$ cat config.mk
export PLATFORM = sky130hd
export DESIGN_NAME = stage4_instruction_queue
export DESIGN_NICKNAME = d
export VERILOG_FILES = /design/src/rtl/stage4_queue_pkg.sv /design/src/rtl/stage4_queue_storage.sv /design/src/rtl/stage4_instruction_queue.sv
export SDC_FILE = /design/constraint.sdc
export NUM_CORES = 1
export LEC_CHECK = 0
export CAP_MARGIN = 20
export CORE_MARGIN = 5
export CORE_UTILIZATION = 45
export CTS_BUF_LIST = sky130_fd_sc_hd__clkbuf_2
export CTS_CLUSTER_SIZE = 40
export DETAILED_ROUTE_END_ITERATION = 12
export HOLD_SLACK_MARGIN = 0.15
export PLACE_DENSITY = 0.75
export REMOVE_ABC_BUFFERS = 1
export SLEW_MARGIN = 20
export SYNTH_ARGS = -nofsm -noshare
export SYNTH_HDL_FRONTEND = slang
export SYNTH_HIERARCHICAL = 1
export SYNTH_SLANG_ARGS = --single-unit
$ cat constraint.sdc
create_clock -name CLK -period 26.8 [get_ports CLK]
set_input_delay 2.68 -clock CLK [delete_from_list [all_inputs] [get_ports CLK]]
set_output_delay 2.68 -clock CLK [all_outputs]
set_load 0.01 [all_outputs]
$ cat src/rtl/stage4_queue_pkg.sv
// Shared types for the decode->execute instruction queue.
package stage4_queue_pkg;

    localparam int unsigned QUEUE_DEPTH_DEFAULT = 4;
    localparam int unsigned DATA_W_DEFAULT      = 128;
    localparam int unsigned PC_W_DEFAULT        = 32;

    typedef logic [PC_W_DEFAULT-1:0] word_t;

    typedef struct packed {
        logic [DATA_W_DEFAULT-1:0] bundle;
        word_t                     pc;
    } queue_entry_t;

    typedef logic [$clog2(QUEUE_DEPTH_DEFAULT)-1:0] ptr_t;
    typedef logic [$clog2(QUEUE_DEPTH_DEFAULT):0]   cnt_t;

endpackage

$ cat src/rtl/stage4_queue_storage.sv
// Entry register array: one write port, one asynchronous read port, synchronous clear on reset.
module stage4_queue_storage
    import stage4_queue_pkg::*;
#(
    parameter int unsigned DEPTH   = QUEUE_DEPTH_DEFAULT,
    parameter type         entry_t = queue_entry_t
) (
    input  logic                     clk_i,
    input  logic                     rst_i,
    input  logic                     we_i,
    input  logic [$clog2(DEPTH)-1:0] waddr_i,
    input  entry_t                   wentry_i,
    input  logic [$clog2(DEPTH)-1:0] raddr_i,
    output entry_t                   rentry_o
);

    entry_t mem_q [DEPTH];

    // Cleared on reset so the head never reads X while the queue is empty.
    always_ff @(posedge clk_i) begin
        if (rst_i) begin
            for (int i = 0; i < int'(DEPTH); i++) begin
                mem_q[i] <= '0;
            end
        end else if (we_i) begin
            mem_q[waddr_i] <= wentry_i;
        end
    end

    assign rentry_o = mem_q[raddr_i];

endmodule

$ cat src/rtl/stage4_instruction_queue.sv
// Decode->execute decoupling FIFO with hazard-unit flush/stall handshake.
// Optional STAGE4_QUEUE_BYPASS_EN: empty-queue enqueue passes straight through to a same-cycle dequeue.
module stage4_instruction_queue
    import stage4_queue_pkg::*;
#(
    parameter int unsigned DEPTH  = QUEUE_DEPTH_DEFAULT,
    parameter int unsigned DATA_W = DATA_W_DEFAULT,
    parameter int unsigned PC_W   = PC_W_DEFAULT
) (
    input  logic                   CLK,
    input  logic                   RST,
    input  logic                   queue_wen,
    input  logic [DATA_W-1:0]      wdata,
    input  logic [PC_W-1:0]        pc_in,
    input  logic                   deq,
    input  logic                   stall_queue,
    input  logic                   flush_queue,
    output logic                   is_queue_full,
    output logic                   empty,
    output logic                   valid_out,
    output logic [DATA_W-1:0]      rdata,
    output logic [PC_W-1:0]        pc_out,
    output logic [$clog2(DEPTH):0] count,
    output logic                   overflow_err
);

    localparam int unsigned PtrW = $clog2(DEPTH);
    localparam int unsigned CntW = PtrW + 1;

    typedef struct packed {
        logic [DATA_W-1:0] bundle;
        logic [PC_W-1:0]   pc;
    } entry_t;

    logic [PtrW-1:0] head_q, head_d;
    logic [PtrW-1:0] tail_q, tail_d;
    logic [CntW-1:0] cnt_q, cnt_d;
    logic            ovf_q, ovf_d;

    logic   full_w, empty_w;
    logic   deq_eff, enq_eff, bypass, wr_en;
    entry_t head_entry, wentry;

    assign full_w  = (cnt_q == CntW'(DEPTH));
    assign empty_w = (cnt_q == '0);
    assign deq_eff = deq & ~empty_w & ~stall_queue;
    assign enq_eff = queue_wen & ~flush_queue & (~full_w | deq_eff);

`ifdef STAGE4_QUEUE_BYPASS_EN
    assign bypass = empty_w & enq_eff & deq & ~stall_queue;
`else
    assign bypass = 1'b0;
`endif

    // A bypassed entry is consumed in flight and never occupies a slot.
    assign wr_en = enq_eff & ~bypass;

    always_comb begin
        head_d = head_q;
        tail_d = tail_q;
        cnt_d  = cnt_q;
        ovf_d  = ovf_q | (queue_wen & full_w & ~deq_eff & ~flush_queue);
        if (flush_queue) begin
            head_d = '0;
            tail_d = '0;
            cnt_d  = '0;
        end else begin
            if (deq_eff) begin
                head_d = head_q + PtrW'(1);
            end
            if (wr_en) begin
                tail_d = tail_q + PtrW'(1);
            end
            if (wr_en && !deq_eff) begin
                cnt_d = cnt_q + CntW'(1);
            end else if (deq_eff && !wr_en) begin
                cnt_d = cnt_q - CntW'(1);
            end
        end
    end

    always_ff @(posedge CLK) begin
        if (RST) begin
            head_q <= '0;
            tail_q <= '0;
            cnt_q  <= '0;
            ovf_q  <= 1'b0;
        end else begin
            head_q <= head_d;
            tail_q <= tail_d;
            cnt_q  <= cnt_d;
            ovf_q  <= ovf_d;
        end
    end

    assign wentry.bundle = wdata;
    assign wentry.pc     = pc_in;

    stage4_queue_storage #(
        .DEPTH   (DEPTH),
        .entry_t (entry_t)
    ) u_storage (
        .clk_i    (CLK),
        .rst_i    (RST),
        .we_i     (wr_en),
        .waddr_i  (tail_q),
        .wentry_i (wentry),
        .raddr_i  (head_q),
        .rentry_o (head_entry)
    );

    assign is_queue_full = full_w;
    assign empty         = empty_w;
    assign count         = cnt_q;
    assign overflow_err  = ovf_q;
    assign valid_out     = ~empty_w | bypass;
    assign rdata         = bypass ? wdata : head_entry.bundle;
    assign pc_out        = bypass ? pc_in : head_entry.pc;

endmodule
[Yosys cells after proc, flatten, opt, wreduce, memory -nomap -nowiden]
Memory sizes are Yosys's and may differ from the RTL's. A register that Yosys moved wholly into a read port is not among the register bits.
Cells that the tools add are included.
Word-level totals
  bits in registers: 8
  RAM bits: 640
  word-level logic and storage cells: 44
  memories kept: 1
Operators by class
  add/sub/neg operators: 4
  equality and inequality tests: 1
  mux-type cells: 12
  bitwise logic cells: 14
  reductions and logical operators: 8
Memories
  u_storage.mem_q: words 4, bits a word 160, read ports 1, clocked after Yosys merged registers in 1, write ports 4, RTL line stage4_queue_storage.sv:17  | entry_t mem_q [DEPTH];
Operators with widths (number)
  $mux W160: 1
  $reduce_or A160 Y1: 1
  $and A1 B1 Y1: 7
  $mux W1: 6
  $mux W2: 3
  $mux W3: 2
  $not A1 Y1: 5
  $add A2 B1 Y2 const B: 2
  $add A3 B1 Y3 const B: 1
  $eq A3 B3 Y1 const B: 1
  $logic_not A3 Y1: 1
  $sub A3 B1 Y3 const B: 1
  $logic_and A1 B1 Y1: 2
  $logic_not A1 Y1: 2
  $or A1 B1 Y1: 2
  $reduce_bool A2 Y1: 1
  $reduce_or A2 Y1: 1

[Logic depth before layout (Yosys ltp)]
Gate-level depths: netlist (run 1).
  depth after elaboration: 11
  depth in mapped cells: 9

[By module]
Netlist (run 1), hierarchy kept.
Modules (own cells, without submodules)
  stage4_queue_storage: times used 1, cells each 1558, area an instance 27612.7 µm², sequential area each 19218.4 µm²
  stage4_instruction_queue: times used 1, cells each 47, area an instance 416.6 µm², sequential area each 160.2 µm²

[Worst setup path after synthesis (run 1)]
OpenSTA, ideal clock, no wires.
  kind: input to register
  start point: in stall_queue
  end point: mem u_storage/mem_q[2][0] (netlist bit), enable pin
  arrival: 10.775 ns
  path slack: 15.312 ns
  cell stages on the path: 5
  path buffers: 0
  path through: nand2b_1 -> a21boi_0 -> and2_2 -> nand2_1 -> o21bai_1
RTL lines
  start, declared: RTL line stage4_instruction_queue.sv:16  | input logic stall_queue,
  end, declared: RTL line stage4_queue_storage.sv:17

==> results.sh, run 1 <==
export IMPL_status="complete, no violations"
export IMPL_relSlewSlack_pct=28.7
export IMPL_leakagePower_nw=12.2
export IMPL_crit_path_end_kind="primary output"
export IMPL_drt_iter0_drc=1162
export IMPL_grt_pass1_vias=16882
export IMPL_routedWlPerCell_microns=22.0
export IMPL_async_reset_ff_share_pct=0
export IMPL_start_util_pct=45.4
export IMPL_place_port_buffers=332
export IMPL_antenna_found_initial=12
export IMPL_fp_dieArea_sq_um=67400
export IMPL_yosysSeqAreaShare_pct=69.1
export IMPL_skew_ps=48.0
export IMPL_r2r_start="count[0]"
export IMPL_boundaryPins=333
export IMPL_ys_top_cells_by_area="edfxtp_1 (69%), and2_1 (14%), mux4_2 (13%), buf_6 (0.88%), buf_4 (0.59%)"
export IMPL_hold_ws_ps=506
export IMPL_grtUsageTotal_pct=19.6
export IMPL_synth_edff_count=640
export IMPL_setup_tns_ps=0
export IMPL_drive_gt1_share_pct=21.3
export IMPL_max_freq_mhz=132
export IMPL_routed_wl_microns=65900
export IMPL_drv_cap=0
export IMPL_cts_tree="built"
export IMPL_synth_warnings=6
export IMPL_maxSlewViolCount=0
export IMPL_worstHoldStart="overflow_err"
export IMPL_syn_area_per_cell_sq_um=17.5
export IMPL_synth_seq_cells=648
export IMPL_startpoint_type="flop"
export IMPL_synthCells=1605
export IMPL_grt_pass1_wl_microns=99400
export IMPL_hold_viol=0
export IMPL_stdcell_count=2992
export IMPL_row_count=91
export IMPL_post_route_period_util_pct=28.3
export IMPL_worst_pin_slew_ps=1070
export IMPL_finalNetCount=2191
export IMPL_criticalPathCategory="flop to primary output"
export IMPL_ant_nets=0
export IMPL_clock_sinks=648
export IMPL_routed_via_density=5.17
export IMPL_setup_ws_ps=19210
export IMPL_hpwl_microns=36800
export IMPL_rsz0062_at_grt="false"
export IMPL_place_inst=2689
export IMPL_min_path_type="flop to flop"
export IMPL_cts_setup_buffers=0
export IMPL_die_height_microns=260
export IMPL_die_w_microns=260
export IMPL_grt_ovfl_total=0
export IMPL_ir_worst_vdd_v=0.0000333
export IMPL_grt_max_degree=90
export IMPL_area_growth_pct=19.4
export IMPL_place_ws_ps=20310
export IMPL_numCtsBuffers=169
export IMPL_fin_crit_ps=7590
export IMPL_cts_root_buf="clkbuf_2"
export IMPL_power_density_nw_per_um2=60.1
export IMPL_vias=15460
export IMPL_synth_top_area_share_pct=68.6
export IMPL_drc=0
export IMPL_post_cts_resized=0
export IMPL_synth_top_flop_cell="edfxtp_1"
export IMPL_insertion_delay_ps=1230
export IMPL_clk_pin_slew_worst_paths_ps=90
export IMPL_postCtsHoldBufs=0
export IMPL_setup_viol=0
export IMPL_cp_arrival_ps=4910
export IMPL_utilization_pct=54.3
export IMPL_routabilityCongestion=0.747
export IMPL_cts_path_max_buffers=3
export IMPL_first_pass_iters=5
export IMPL_critPathLaunch="head_q[0]"
export IMPL_htree_levels=4
export IMPL_synth_distinct_cells=37
export IMPL_core_area_sq_um=61700
export IMPL_yosysTopAreaCell="edfxtp_1"
export IMPL_cp_required_ps=24120
export IMPL_path_max_fanout=43
export IMPL_synth_area_sq_um=28000
==> Yosys cell counts (3+ instances only) <==
master,count
mux2i_1,3
buf_2,21
buf_4,22
clkbuf_1,32
buf_6,22
edfxtp_1,640
a21oi_1,4
clkbuf_2,10
inv_1,5
nor2_1,5
dfxtp_1,8
nand2_1,5
and2_1,640
mux4_2,160
==> power breakdown <==
part	internal (mW)	switching, mW	total [mW]
Clock	0.275	0.397	0.672
Sequential	1.16	0.0137	1.18
Combinational	0.0848	0.0809	0.166
Total	1.52	0.491	2.01
==> cells in the final DEF, fill, tap and decap left out, drive strengths merged, types with 3 or more instances in the layout <==
master / synthesis / routed
nor2: 5 / 5
nand2: 5 / 5
bufinv: 0 / 3
mux2i: 3 / 3
mux4: 160 / 160
buf: 65 / 22
clkbuf: 42 / 247
diode: 0 / 7
or3: 4 / 4
and2: 641 / 641
inv: 5 / 7
clkdlybuf4s50: 0 / 332
edfxtp: 640 / 640
a21oi: 4 / 4
dfxtp: 8 / 8
clkinv: 0 / 42
==> registers in the layout (all words and copies together) (netlist names) <==
signal and count:
count 3, head_q 2, overflow_err 1, tail_q 2, u_storage/mem_q 640
==> worst paths after layout <==
kind | depth (start not counted) | slack [ps] | end
max | 4 | 19210 | rdata[113]
min | 2 | 510 | overflow_err
max reg2reg | 7 | 23130 | u_storage/mem_q[1][148]
min reg2reg | 2 | 510 | overflow_err
==> metrics by stage <==
stage / power [mW] / instance area (sq um)
detailed placement: 1.37 / 31900
global placement: 1.36 / 31900
finish: 2.01 / 33500
floorplan: 1.27 / 27300
global route: 2.12 / 33500
CTS: 2.05 / 33500
==> layer usage <==
layer	vias up	GRT usage [%]	wire length (microns)
met2	584	32.7	33200
met4	10	6.69	1520
li1	6912	-	-
met1	7832	24.0	25500
met5	-	0	61
met3	122	6.74	5570
==> final cells by class <==
cell class / instances / area (sq um)
clock inverter: 49 / 292
antenna: 7 / 17.5
multi-input combinational: 845 / 8000
timing repair buffer: 354 / 3490
inverter: 5 / 18.8
fill: 5004 / 28200
clock buffer: 247 / 1240
sequential: 648 / 19400
tap: 837 / 1050
==> worst max-delay path: stages (launching register included) <==
cell             delay, ps
dfxtp_4                850
buf_4                  820
buf_4                  770
mux4_2                 600
clkdlybuf4s50_1        570
==> cells by family (layout without fill, tap and decap cells) <==
group	after synthesis	count (layout)	synth area share (%)
simple gates	665	665	14.9
flops	648	648	69.1
mux	163	163	13.0
buf+inv	112	655	2.52
compound gates	13	13	0.308
fa+ha+maj	2	2	0.116
xor+xnor	2	2	0.0625
other cells	0	7	0
(Power assumes the default switching activity.)
==> run 2, diff against run 1 <==
Clock period 26.8 ns to 7.86 ns, I/O delays scaled along.
==> results.sh, run 2 (synthesized netlist as in run 1, its figures left out) <==
export IMPL_insertion_delay_ps=1220
export IMPL_worst_pin_slew_ps=1100
export IMPL_drt_iter0_drc=1016
export IMPL_hold_ws_ps=559
export IMPL_leakagePower_nw=12.8
export IMPL_fin_crit_ps=4890
export IMPL_cts_setup_buffers=0
export IMPL_cp_buffers_inverters=2
export IMPL_cts_root_buf="clkbuf_2"
export IMPL_clock_sinks=648
export IMPL_finalNetCount=2354
export IMPL_path_max_fanout=44
export IMPL_place_ws_ps=3500
export IMPL_routed_wl_microns=65700
export IMPL_boundaryPins=333
export IMPL_setup_viol=0
export IMPL_cpMaxStageDelayCell="buf_4"
export IMPL_status="complete, no violations"
export IMPL_drc=0
export IMPL_grt_use_met3_pct=5.84
export IMPL_min_path_type="input pin to flop"
export IMPL_crit_path_end_kind="primary output"
export IMPL_maxSlewViolCount=0
export IMPL_cts_path_max_buffers=3
export IMPL_cp_arrival_ps=4100
export IMPL_post_route_period_util_pct=62.2
export IMPL_area_growth_pct=25.3
export IMPL_utilization_pct=56.9
export IMPL_use_met2_pct=32.8
export IMPL_routedWlPerCell_microns=20.9
export IMPL_vias=16175
export IMPL_clk_pin_slew_worst_paths_ps=110
export IMPL_die_height_microns=260
export IMPL_setup_tns_ps=0
export IMPL_grtUsageTotal_pct=19.6
export IMPL_power_density_nw_per_um2=196
export IMPL_hold_viol=0
export IMPL_numCtsBuffers=166
export IMPL_max_flop_register="u_storage/mem_q"
export IMPL_startpoint_type="flop"
export IMPL_place_port_buffers=332
export IMPL_ir_worst_vdd_v=0.000110
export IMPL_start_util_pct=45.4
export IMPL_post_cts_resized=0
export IMPL_cp_required_ps=7070
export IMPL_drv_cap=0
export IMPL_routed_via_density=5.15
export IMPL_hpwl_microns=34700
export IMPL_relSlewSlack_pct=26.8
export IMPL_max_freq_mhz=205
export IMPL_criticalPathCategory="flop to primary output"
export IMPL_grt_pass1_wl_microns=101000
export IMPL_grt_busiest_layer="met2"
export IMPL_row_count=91
export IMPL_antenna_found_initial=7
export IMPL_grt_pass1_vias=17979
export IMPL_first_pass_iters=7
export IMPL_drive_gt1_share_pct=19.7
export IMPL_fp_dieArea_sq_um=67400
export IMPL_htree_levels=4
export IMPL_slowest_delay_ps=840
export IMPL_skew_ps=78.1
export IMPL_grt_ovfl_total=0
export IMPL_setup_ws_ps=2970
export IMPL_cts_tree="built"
export IMPL_ant_nets=0
export IMPL_routabilityCongestion=0.754
export IMPL_grtUsageMet1_pct=24.3
export IMPL_final_cell_mix="and2_1 (640), edfxtp_1 (640), clkdlybuf4s50_1 (332)"
export IMPL_core_area_sq_um=61700
export IMPL_grt_max_degree=102
export IMPL_largest_reg_flops=640
export IMPL_rsz0062_at_grt="false"
export IMPL_path_cells="buf_4 > mux4_2 > clkdlybuf4s50_1"
export IMPL_die_w_microns=260
export IMPL_crit_family="buffers and inverters"
[run 2: changes by cell type in the layout (fill, tap and decap cells not counted)]
| cell | before | now |
|---|---|---|
| inv_2 | 2 | 4 |
| clkinv_1 | 34 | 20 |
| clkinv_4 | 3 | 1 |
| inv_6 | 0 | 2 |
| buf_16 | 0 | 1 |
| buf_4 | 22 | 17 |
| dlygate4sd3_1 | 0 | 167 |
| clkbuf_2 | 247 | 243 |
| clkinv_2 | 5 | 2 |
| diode_2 | 7 | 6 |
| buf_12 | 0 | 3 |
[run 2: final cells by class]
type	count	area, sq um
multi-input cells	845	8000
clock inverters	34	231
clock buffers	243	1220
fillers	4786	26600
inverters	5	18.8
well taps	837	1050
diodes	6	15.0
flip-flops and latches	648	19400
repair buffers	520	5210
[run 2: layer usage]
metal / up-vias / part of all wire [%] / routed length (microns)
li1: 7234 / - / -
met1: 8274 / 40 / 26100
met2: 546 / 50 / 33200
met3: 117 / 7.3 / 4780
met4: 4 / 2.5 / 1650
met5: - / 0.040 / 26
[run 2: worst reg2reg max path, stage by stage (launching register included)]
cell and delay (ps):
dfxtp_1 450, nor3b_1 150, a21boi_0 370, and2_2 340, nor4b_4 890, buf_4 840
and2_1 290
[run 2: path summary, 6_finish.rpt]
kind | start | to | slack (ps) | depth (start not counted)
max reg2reg | count[0] | u_storage/mem_q[0][70] | 4410 | 6
max | head_q[0] | pc_out[26] | 2970 | 3
min | RST | overflow_err | 560 | 2
min reg2reg | count[2] | count[2] | 560 | 2
[run 2: stage by stage]
stage	instance area, sq um	power, mW	instances
after floorplan	27300	4.33	1498
after global placement	32000	4.64	2687
after detailed placement	32000	4.66	2687
after CTS	35100	6.98	3131
after global routing	35100	7.22	3135
final	35100	6.87	3138
[run 2: power breakdown]
part	total, mW	internal, mW	switching (mW)
combinational	0.643	0.345	0.298
sequential	4.01	3.96	0.0429
clock	2.22	0.917	1.31
[run 2: timing repair]
action / 4_1_cts / 5_1_grt
hold buffers: 167 / 0
endpoints found under the hold margin: 643 / 0
setup endpoints to repair: 0 / 0
==> run 3, diff against run 2 <==
Clock period 7.86 ns to 5.05 ns, I/O delays scaled along.
==> results.sh, run 3 (synthesized netlist as in run 1, its figures left out) <==
export IMPL_largest_reg_flops=640
export IMPL_grtUsageTotal_pct=20.0
export IMPL_skew_ps=132
export IMPL_area_growth_pct=26.5
export IMPL_leakagePower_nw=13.0
export IMPL_relSlewSlack_pct=32.7
export IMPL_row_count=91
export IMPL_p_switching_mw=2.60
export IMPL_min_path_type="input pin to flop"
export IMPL_die_height_microns=260
export IMPL_cts_tree="built"
export IMPL_insertion_delay_ps=1310
export IMPL_crit_path_end_kind="primary output"
export IMPL_use_met2_pct=33.9
export IMPL_grtUsageMet1_pct=24.7
export IMPL_place_port_buffers=332
export IMPL_grt_max_degree=161
export IMPL_grt_ovfl_total=0
export IMPL_worstHoldStart="RST"
export IMPL_status="complete, no violations"
export IMPL_ant_nets=0
export IMPL_grt_pass1_vias=18299
export IMPL_final_cell_mix="and2_1 (640), edfxtp_1 (640), clkdlybuf4s50_1 (332)"
export IMPL_max_freq_mhz=237
export IMPL_drt_iter0_drc=1062
export IMPL_first_pass_iters=7
export IMPL_grt_busiest_layer="met2"
export IMPL_cp_required_ps=4550
export IMPL_r2r_slack_ps=2190
export IMPL_regArea_sq_um=19400
export IMPL_grt_use_met3_pct=5.81
export IMPL_max_flop_register="u_storage/mem_q"
export IMPL_r2r_start="count[0]"
export IMPL_clk_pin_slew_worst_paths_ps=90
export IMPL_place_ws_ps=1720
export IMPL_setup_ws_ps=826
export IMPL_routed_via_density=5.18
export IMPL_antenna_found_initial=7
export IMPL_routabilityCongestion=0.760
export IMPL_drv_cap=0
export IMPL_hold_viol=0
export IMPL_drive_gt1_share_pct=19.9
export IMPL_hold_depth=3
export IMPL_fin_crit_ps=4220
export IMPL_setup_viol=0
export IMPL_htree_levels=4
export IMPL_finalNetCount=2371
export IMPL_cp_arrival_ps=3720
export IMPL_holdPathEnd="head_q[1]"
export IMPL_crit_reg2reg_capture="u_storage/mem_q[3][12]"
export IMPL_pwr_share_comb_pct=9.5
export IMPL_rsz0062_at_grt="false"
export IMPL_worst_pin_slew_ps=1010
export IMPL_seqPwrFrac_pct=57.8
export IMPL_drc=0
export IMPL_routedWlPerCell_microns=21.2
export IMPL_fill_cells=4774
export IMPL_fp_dieArea_sq_um=67400
export IMPL_cts_path_max_buffers=3
export IMPL_power_internal_mw=8.18
export IMPL_post_cts_resized=0
export IMPL_ir_worst_vdd_v=0.000159
export IMPL_multiInputGateArea_sq_um=8000
export IMPL_dpl_cell_area_sq_um=32200
export IMPL_boundaryPins=333
export IMPL_grt_pass1_wl_microns=103000
export IMPL_path_max_fanout=65
export IMPL_criticalPathCategory="flop to primary output"
export IMPL_p_sw_share_pct=24.1
export IMPL_start_util_pct=45.4
export IMPL_maxSlewViolCount=0
export IMPL_power_density_nw_per_um2=304
export IMPL_vias=16377
export IMPL_clock_sinks=648
export IMPL_routed_wl_microns=67000
export IMPL_numCtsBuffers=164
export IMPL_final_area_sq_um=35400
export IMPL_die_w_microns=260
export IMPL_cts_root_buf="clkbuf_2"
export IMPL_core_area_sq_um=61700
export IMPL_hpwl_microns=36800
export IMPL_startpoint_type="flop"
export IMPL_post_route_period_util_pct=83.6
export IMPL_r2r_cells=5
export IMPL_clock_power_share_pct=32.6
==> run 3: layer usage <==
metal	part of all wire [%]	routed length (microns)
met1	39	26300
met2	51	34500
met3	7.0	4660
met4	2.2	1490
met5	0.042	28
==> run 3: worst max path at each step <==
stage	startpoint	cells after the start	endpoint	slack, ps
after CTS	head_q[0]	3	rdata[94]	530
after global placement	stall_queue	6	u_storage/mem_q[3][11]	1760
after floorplan	stall_queue	5	u_storage/mem_q[2][0]	-4260
after global routing	head_q[0]	3	rdata[94]	450
final	head_q[0]	3	rdata[47]	830
after detailed placement	stall_queue	6	u_storage/mem_q[3][11]	1720
==> run 3: area by class of cell <==
class / count / area share [%]
Sequential cell: 648 / 54.7
Inverter: 5 / 0.0530
Clock inverter: 39 / 0.741
Timing Repair Buffer: 539 / 15.5
Antenna cell: 11 / 0.0777
Multi-Input combinational cell: 845 / 22.6
Clock buffer: 240 / 3.39
Tap cell: 837 / 2.95
==> run 3: through the flow <==
step | setup TNS [ps] | cells | util, % | power (mW) | hold WS (ps)
floorplan | -1137480 | 1498 | - | 6.75 | 511
global placement | 0 | 2703 | 52.2 | 7.25 | 466
detailed placement | 0 | 2703 | 52.2 | 7.28 | 477
CTS | 0 | 3153 | 57.4 | 10.9 | 170
global route | 0 | 3160 | 57.4 | 11.3 | 292
finish | 0 | 3164 | 57.4 | 10.8 | 422
==> run 3: power groups by stage <==
stage | Clock (mW) | Combinational, mW | Sequential [mW]
after floorplan | 0 | 0.371 | 6.37
after global placement | 0 | 0.915 | 6.34
after detailed placement | 0 | 0.923 | 6.36
after CTS | 3.65 | 1.04 | 6.23
after global routing | 3.94 | 1.09 | 6.26
final | 3.52 | 1.03 | 6.23
==> run 3: timing repair <==
action	4_1_cts	5_1_grt
endpoints found under the hold margin	648	0
setup endpoints to repair	0	0
buffers inserted	0	0
hold buffers	171	0
==> run 3: critical path: stages, from the launching register on <==
cell and delay [ps]:
dfxtp_4 630, buf_12 500, mux4_2 630, clkdlybuf4s50_1 520
